--- src/rtl/sync_debounce.sv ---
// sync_debounce: STAGES-deep synchronizer followed by a DEBOUNCE-clock
// stability filter.
//
// Ports:
//   clk        system clock
//   rst        async active-high reset
//   in         raw asynchronous level
//   level      debounced, synchronized level (registered)
//   rise       one-cycle pulse on the edge level goes 0->1
//   fall       one-cycle pulse on the edge level goes 1->0
//   glitch_cnt saturating count of rejected glitches (GLITCH_CNT_EN only)
//
// Optional feature macro: GLITCH_CNT_EN
module sync_debounce #(
  parameter int STAGES   = 2,
  parameter int DEBOUNCE = 10,
  parameter int CNT_W    = 4,
  parameter int GLITCH_W = 8
) (
  input  logic clk,
  input  logic rst,
  input  logic in,
  output logic level,
  output logic rise,
  output logic fall
`ifdef GLITCH_CNT_EN
  ,
  output logic [GLITCH_W-1:0] glitch_cnt
`endif
);

  typedef enum logic {
    IDLE  = 1'b0,
    CHECK = 1'b1
  } state_e;

  localparam logic [CNT_W-1:0] LAST = CNT_W'(DEBOUNCE - 1);
  localparam logic [CNT_W-1:0] ONE  = CNT_W'(1);

  if (STAGES < 2 || DEBOUNCE < 1 || GLITCH_W < 1 ||
      (2 ** CNT_W) < DEBOUNCE) begin : g_bad_param
    $error("sync_debounce: illegal parameters");
  end

  logic [STAGES-1:0] sync_q;
  logic              sync_out;

  state_e            state_q, state_d;
  logic [CNT_W-1:0]  cnt_q, cnt_d;
  logic              level_q, level_d;
  logic              rise_q, rise_d;
  logic              fall_q, fall_d;
  logic              mismatch;
  logic              flip;

  assign sync_out = sync_q[STAGES-1];
  assign mismatch = sync_out != level_q;

  always_ff @(posedge clk or posedge rst) begin
    if (rst) begin
      sync_q <= '0;
    end else begin
      sync_q <= {sync_q[STAGES-2:0], in};
    end
  end

  always_comb begin
    state_d = state_q;
    cnt_d   = cnt_q;
    flip    = 1'b0;
    unique case (state_q)
      IDLE: begin
        if (mismatch) begin
          // A single mismatching edge is enough when DEBOUNCE is 1.
          if (DEBOUNCE == 1) begin
            flip = 1'b1;
          end else begin
            state_d = CHECK;
            cnt_d   = ONE;
          end
        end
      end
      CHECK: begin
        if (mismatch) begin
          if (cnt_q == LAST) begin
            flip    = 1'b1;
            state_d = IDLE;
            cnt_d   = '0;
          end else begin
            cnt_d = cnt_q + ONE;
          end
        end else begin
          // Input returned before the window closed: glitch.
          state_d = IDLE;
          cnt_d   = '0;
        end
      end
      default: begin
        state_d = IDLE;
        cnt_d   = '0;
      end
    endcase
    level_d = flip ? sync_out : level_q;
    rise_d  = flip & sync_out;
    fall_d  = flip & ~sync_out;
  end

  always_ff @(posedge clk or posedge rst) begin
    if (rst) begin
      state_q <= IDLE;
      cnt_q   <= '0;
      level_q <= 1'b0;
      rise_q  <= 1'b0;
      fall_q  <= 1'b0;
    end else begin
      state_q <= state_d;
      cnt_q   <= cnt_d;
      level_q <= level_d;
      rise_q  <= rise_d;
      fall_q  <= fall_d;
    end
  end

  assign level = level_q;
  assign rise  = rise_q;
  assign fall  = fall_q;

`ifdef GLITCH_CNT_EN
  logic [GLITCH_W-1:0] glitch_q, glitch_d;
  logic                reject;

  assign reject = (state_q == CHECK) && !mismatch;

  always_comb begin
    glitch_d = glitch_q;
    // Saturate rather than wrap.
    if (reject && (glitch_q != '1)) begin
      glitch_d = glitch_q + GLITCH_W'(1);
    end
  end

  always_ff @(posedge clk or posedge rst) begin
    if (rst) begin
      glitch_q <= '0;
    end else begin
      glitch_q <= glitch_d;
    end
  end

  assign glitch_cnt = glitch_q;
`endif

endmodule

--- config.mk ---
export PLATFORM = sky130hd
export DESIGN_NAME = sync_debounce
export DESIGN_NICKNAME = d
export VERILOG_FILES = /design/src/rtl/sync_debounce.sv
export SDC_FILE = /design/constraint.sdc
export NUM_CORES = 1
export LEC_CHECK = 0
export ABC_AREA = 1
export CORE_AREA = 2 2 39 41
export CTS_CLUSTER_DIAMETER = 40
export CTS_CLUSTER_SIZE = 24
export DETAILED_ROUTE_END_ITERATION = 16
export DIE_AREA = 0 0 41 43
export PLACE_DENSITY = 0.68
export SLEW_MARGIN = 30
export SYNTH_ARGS = -nofsm -noshare
export SYNTH_HDL_FRONTEND = slang
export SYNTH_SLANG_ARGS = --single-unit
--- constraint.sdc ---
create_clock -name clk -period 1 [get_ports clk]
set_input_delay 0.2 -clock clk [delete_from_list [all_inputs] [get_ports clk]]
set_output_delay 0.2 -clock clk [all_outputs]
set_load 0.05 [all_outputs]
## Word-level counts from Yosys, hierarchy flattened

Cells that the tools add are included.

- Register bits: 10
- Output and inout bits: 3
- Logic and storage cells: 25

- Eq/ne operators: 3
- Bitwise logic cells: 4
- Muxes and demuxes: 11
- Add/subtract/negate cells: 1

Operator list:

| cell | number |
|---|---|
| $mux 4 | 3 |
| $pmux 4 s2 | 1 |
| $mux 1 | 6 |
| $add 4x1->4 const B | 1 |
| $eq 4x4->1 const B | 1 |
| $and 1x1->1 | 2 |
| $ne 2x2->1 const B | 1 |
| $not 1->1 | 2 |
| $pmux 1 s2 | 1 |
| $ne 1x1->1 | 1 |

## Depth between registers and ports, before layout

- Depth after elaboration: 5
- Mapped depth: 7
- Gate-level depth less buffers: 7

## Worst setup path before layout

Ideal clock, no wire load.

- Path kind: register -> register
- From: reg level_q (netlist: level)
- To: reg level_q (netlist: level)
- Required time: 880 ps
- Slack: -220 ps
- Clock period less this slack: 1220 ps
- Stages on the path, launching flop included: 6
- Setup time: 120 ps
- Arrival: 1100 ps
- Buffers on the path: 0
- Cell sequence: dfrtp_1 -> nand2_1 -> nand2_2 -> nand2_1 -> nand2_1 -> nand2_1

- Word-level cells in the longest chain between the ends: 3

RTL lines:

| item | RTL line | RTL |
|---|---|---|
| from (decl) | 50 | `logic level_q, level_d;` |
| from (signal assigned) | 118 | `level_q <= level_d;` |
| $ne 1x1->1 | 57 | `assign mismatch = sync_out != level_q;` |
| $mux 1 | 84 | `if (mismatch) begin` |
| $mux 1 | 71 | `unique case (state_q)` |

No other way between the ends.
A chain may end at the register's enable or synchronous reset.

## Final worst setup path

- From: reg level_q (netlist: level)
- To: out level

RTL lines:

| item | RTL line | RTL |
|---|---|---|
| to (decl) | 23 | `output logic level,` |

No word-level cell between the ends.

==> qor.yml <==
synth:
  netlist_area_um2: 492
  synth_flop_cell: "dfrtp_1"
  synth_top_family_by_area: "simple AND/OR/NAND/NOR gates"
  synth_most_common_cell: "nand2_1"
  yosys-top-cells-count: "22 x nand2_1, 10 x dfrtp_1, 10 x inv_1"
  synth_edf_count: 0
  yosysTopAreaCellShare_pct: 50.9
  synth-compound-area-share_pct: 1.02
  synth_cell_types: 14
  synth_xor_area_share_pct: 1.78
  yosys-top-cells-area: "dfrtp_1 51%, nand2_1 17%, inv_1 7.6%"
  synthMuxAreaShare_pct: 0
  synth_warnings: 0
  ys_ff_latch: 10
  synth_fp_nets: 64
  yosysSeqAreaShare_pct: 50.9
  synthCells: 59
  async_reset_ff_share_pct: 100
  synth-simple-area-share_pct: 31.3
  yosysTopAreaCell: "dfrtp_1"
  synthAdderAreaFrac_pct: 5.09
  avgSynthCellArea_um2: 8.33
cells_and_area:
  area_growth_pct: 52.4
  fin_util_pct: 54.2
  fillerInstances: 120
  n_antenna_cell: 0
  fin_nets: 82
  drive_above_1_share_pct: 46.1
cts:
  clock_latency_ps: 270
  cts_tree: "done"
  clk_path_buf_depth: 2
  root_buffer: "clkbuf_4"
  numCtsBuffers: 3
  htree_levels: 1
  clkSinkCount: 10
  clk_pin_slew_worst_paths_ps: 70
run_status:
  violations: "setup timing"
  status: "finished with violations"
sta:
  period_minus_slack_ps: 1150
  finalCritPeriodShare_pct: 115
  finalMaxSlewViolations: 0
  tns_ps: -609
  rsz0062_at_grt: "true"
  slew-limit-headroom_pct: 74.7
  hold_viol: 0
  fin_ws_ps: -149
  final.setup_skew_ps: 6.27
  max_freq_mhz: 870
  setup_viol: 11
  worstMarginPinSlew_ps: 380
power_and_ir_drop:
  p_per_area_nw_per_um2: 1350
  leakage_nw: 0.387
  ir_drop_v: 0.000945
global_route:
  antenna_found_initial: 0
  track_usage_pct: 14.4
  grt_max_degree: 11
  grt_pass1_vias: 380
  grt_overflow_total: 0
  grt_pass1_wl_mm: 1.58
critical_path:
  path_class: "flop to output pin"
  rrSetupSlack_ps: -110
  required_ps: 800
  end_kind: "output pin"
  slowest_stage: "dfrtp_2"
  crit_path_start_kind: "flop"
  path_cells: "buf_6, buf_12"
  path_delay_family: "flip-flops"
  worstPathArrival_ps: 950
  r2r_end: "level"
  reg2regPathDepth: 7
  max_stage_delay_ps: 420
  cp_max_fo: 2
  timing.critical_path.buf_inv: 2
  r2r_start: "cnt_q[1]"
floorplan:
  io_pins: 6
  die_area_um2: 1760
  dieWidth_um: 41
  rows: 14
  coreArea_um2: 1380
  start_util_pct: 35.5
  die_h_um: 43
routing:
  viasPerCell: 4.36
  drt_iter0_drc: 5
  post_drt_wl_per_cell_um: 10.3
  ant_nets: 0
  drt_first_pass_iters: 4
  routed-via-count: 401
  drcViolationCount: 0
  routed_wl_um: 952
place:
  port_buffers: 5
  gp_congestion: 0.749
  dp_hpwl_um: 613
min_path:
  hold_path_class: "input pin to async pin"
run:
  maxCapViolCount: 0
[layer usage]
| metal | vias to the layer above | routed length, um | global-route usage [%] | share of wire, % |
|---|---|---|---|---|
| met5 | - | 0 | 0 | 0 |
| met4 | 0 | 23 | 10.0 | 2.4 |
| met3 | 4 | 34 | 5.24 | 3.6 |
| met2 | 7 | 489 | 19.1 | 51 |
| met1 | 185 | 404 | 18.8 | 42 |
| li1 | 205 | - | - | - |
[sequential cells by signal, summed over array words and instances, names as in the netlist]
name     flops
sync_q       2
cnt_q        4
level        1
rise         1
state_q      1
fall         1
[power by group]
part           switching, mW  internal, mW
Sequential            0.0217         0.426
Combinational         0.0980        0.0964
Clock                  0.150         0.221
[layout by cell type, fill, tap and decap left out, drive strengths merged]
master and count:
clkbuf 4, xor2 1, buf 11, inv 13, nor2 4, clkdlybuf4s50 2, nand2 24, nand3 3
nand4 1, o21ai 1, ha 2, dfrtp 10
[timing repair]
item	in CTS	in global routing
hold buffers	0	0
buffers inserted	2	0
setup endpoints to repair	11	11
pin swaps	1	5
resized for setup	8	10
[kinds of logic after synthesis]
| logic type | after synthesis |
|---|---|
| and+or+nand+nor | 32 |
| buffers and inverters | 13 |
| DFF | 10 |
| adders and majority gates | 2 |
| AOI/OAI and AO/OA | 1 |
| xor gates and xnor gates | 1 |
[cell type report]
cell class,instances,area [um^2],share of cell area [%]
inverters,13,51.3,6.84
clock buffers,4,36.3,4.84
flip-flops and latches,10,251,33.6
well taps,16,20.0,2.67
repair buffers,13,144,19.2
multi-input cells,36,246,32.9
[how the worst max path moves through the flow]
stage              from  endpoint  cells after the start
2_1_floorplan  cnt_q[1]     level                      7
3_3_place_gp   cnt_q[0]     level                      6
3_5_place_dp   cnt_q[1]     level                      7
4_1_cts           level     level                      2
5_1_grt           level     level                      2
6_report          level     level                      2
[stage by stage]
| step | cells | cell area [um^2] | power (mW) | hold WS, ps | worst slack (ps) |
|---|---|---|---|---|---|
| finish | 92 | 749 | 1.01 | 200 | -149 |
| global placement | 86 | 638 | 0.596 | 335 | -76.5 |
| detailed placement | 86 | 638 | 0.597 | 336 | -93.2 |
| floorplan | 59 | 493 | 0.531 | 40.1 | -72.9 |
| global route | 92 | 749 | 1.08 | 248 | -181 |
| CTS | 92 | 716 | 0.988 | 210 | -144 |
No activity file was read; power rests on OpenSTA's default activity.
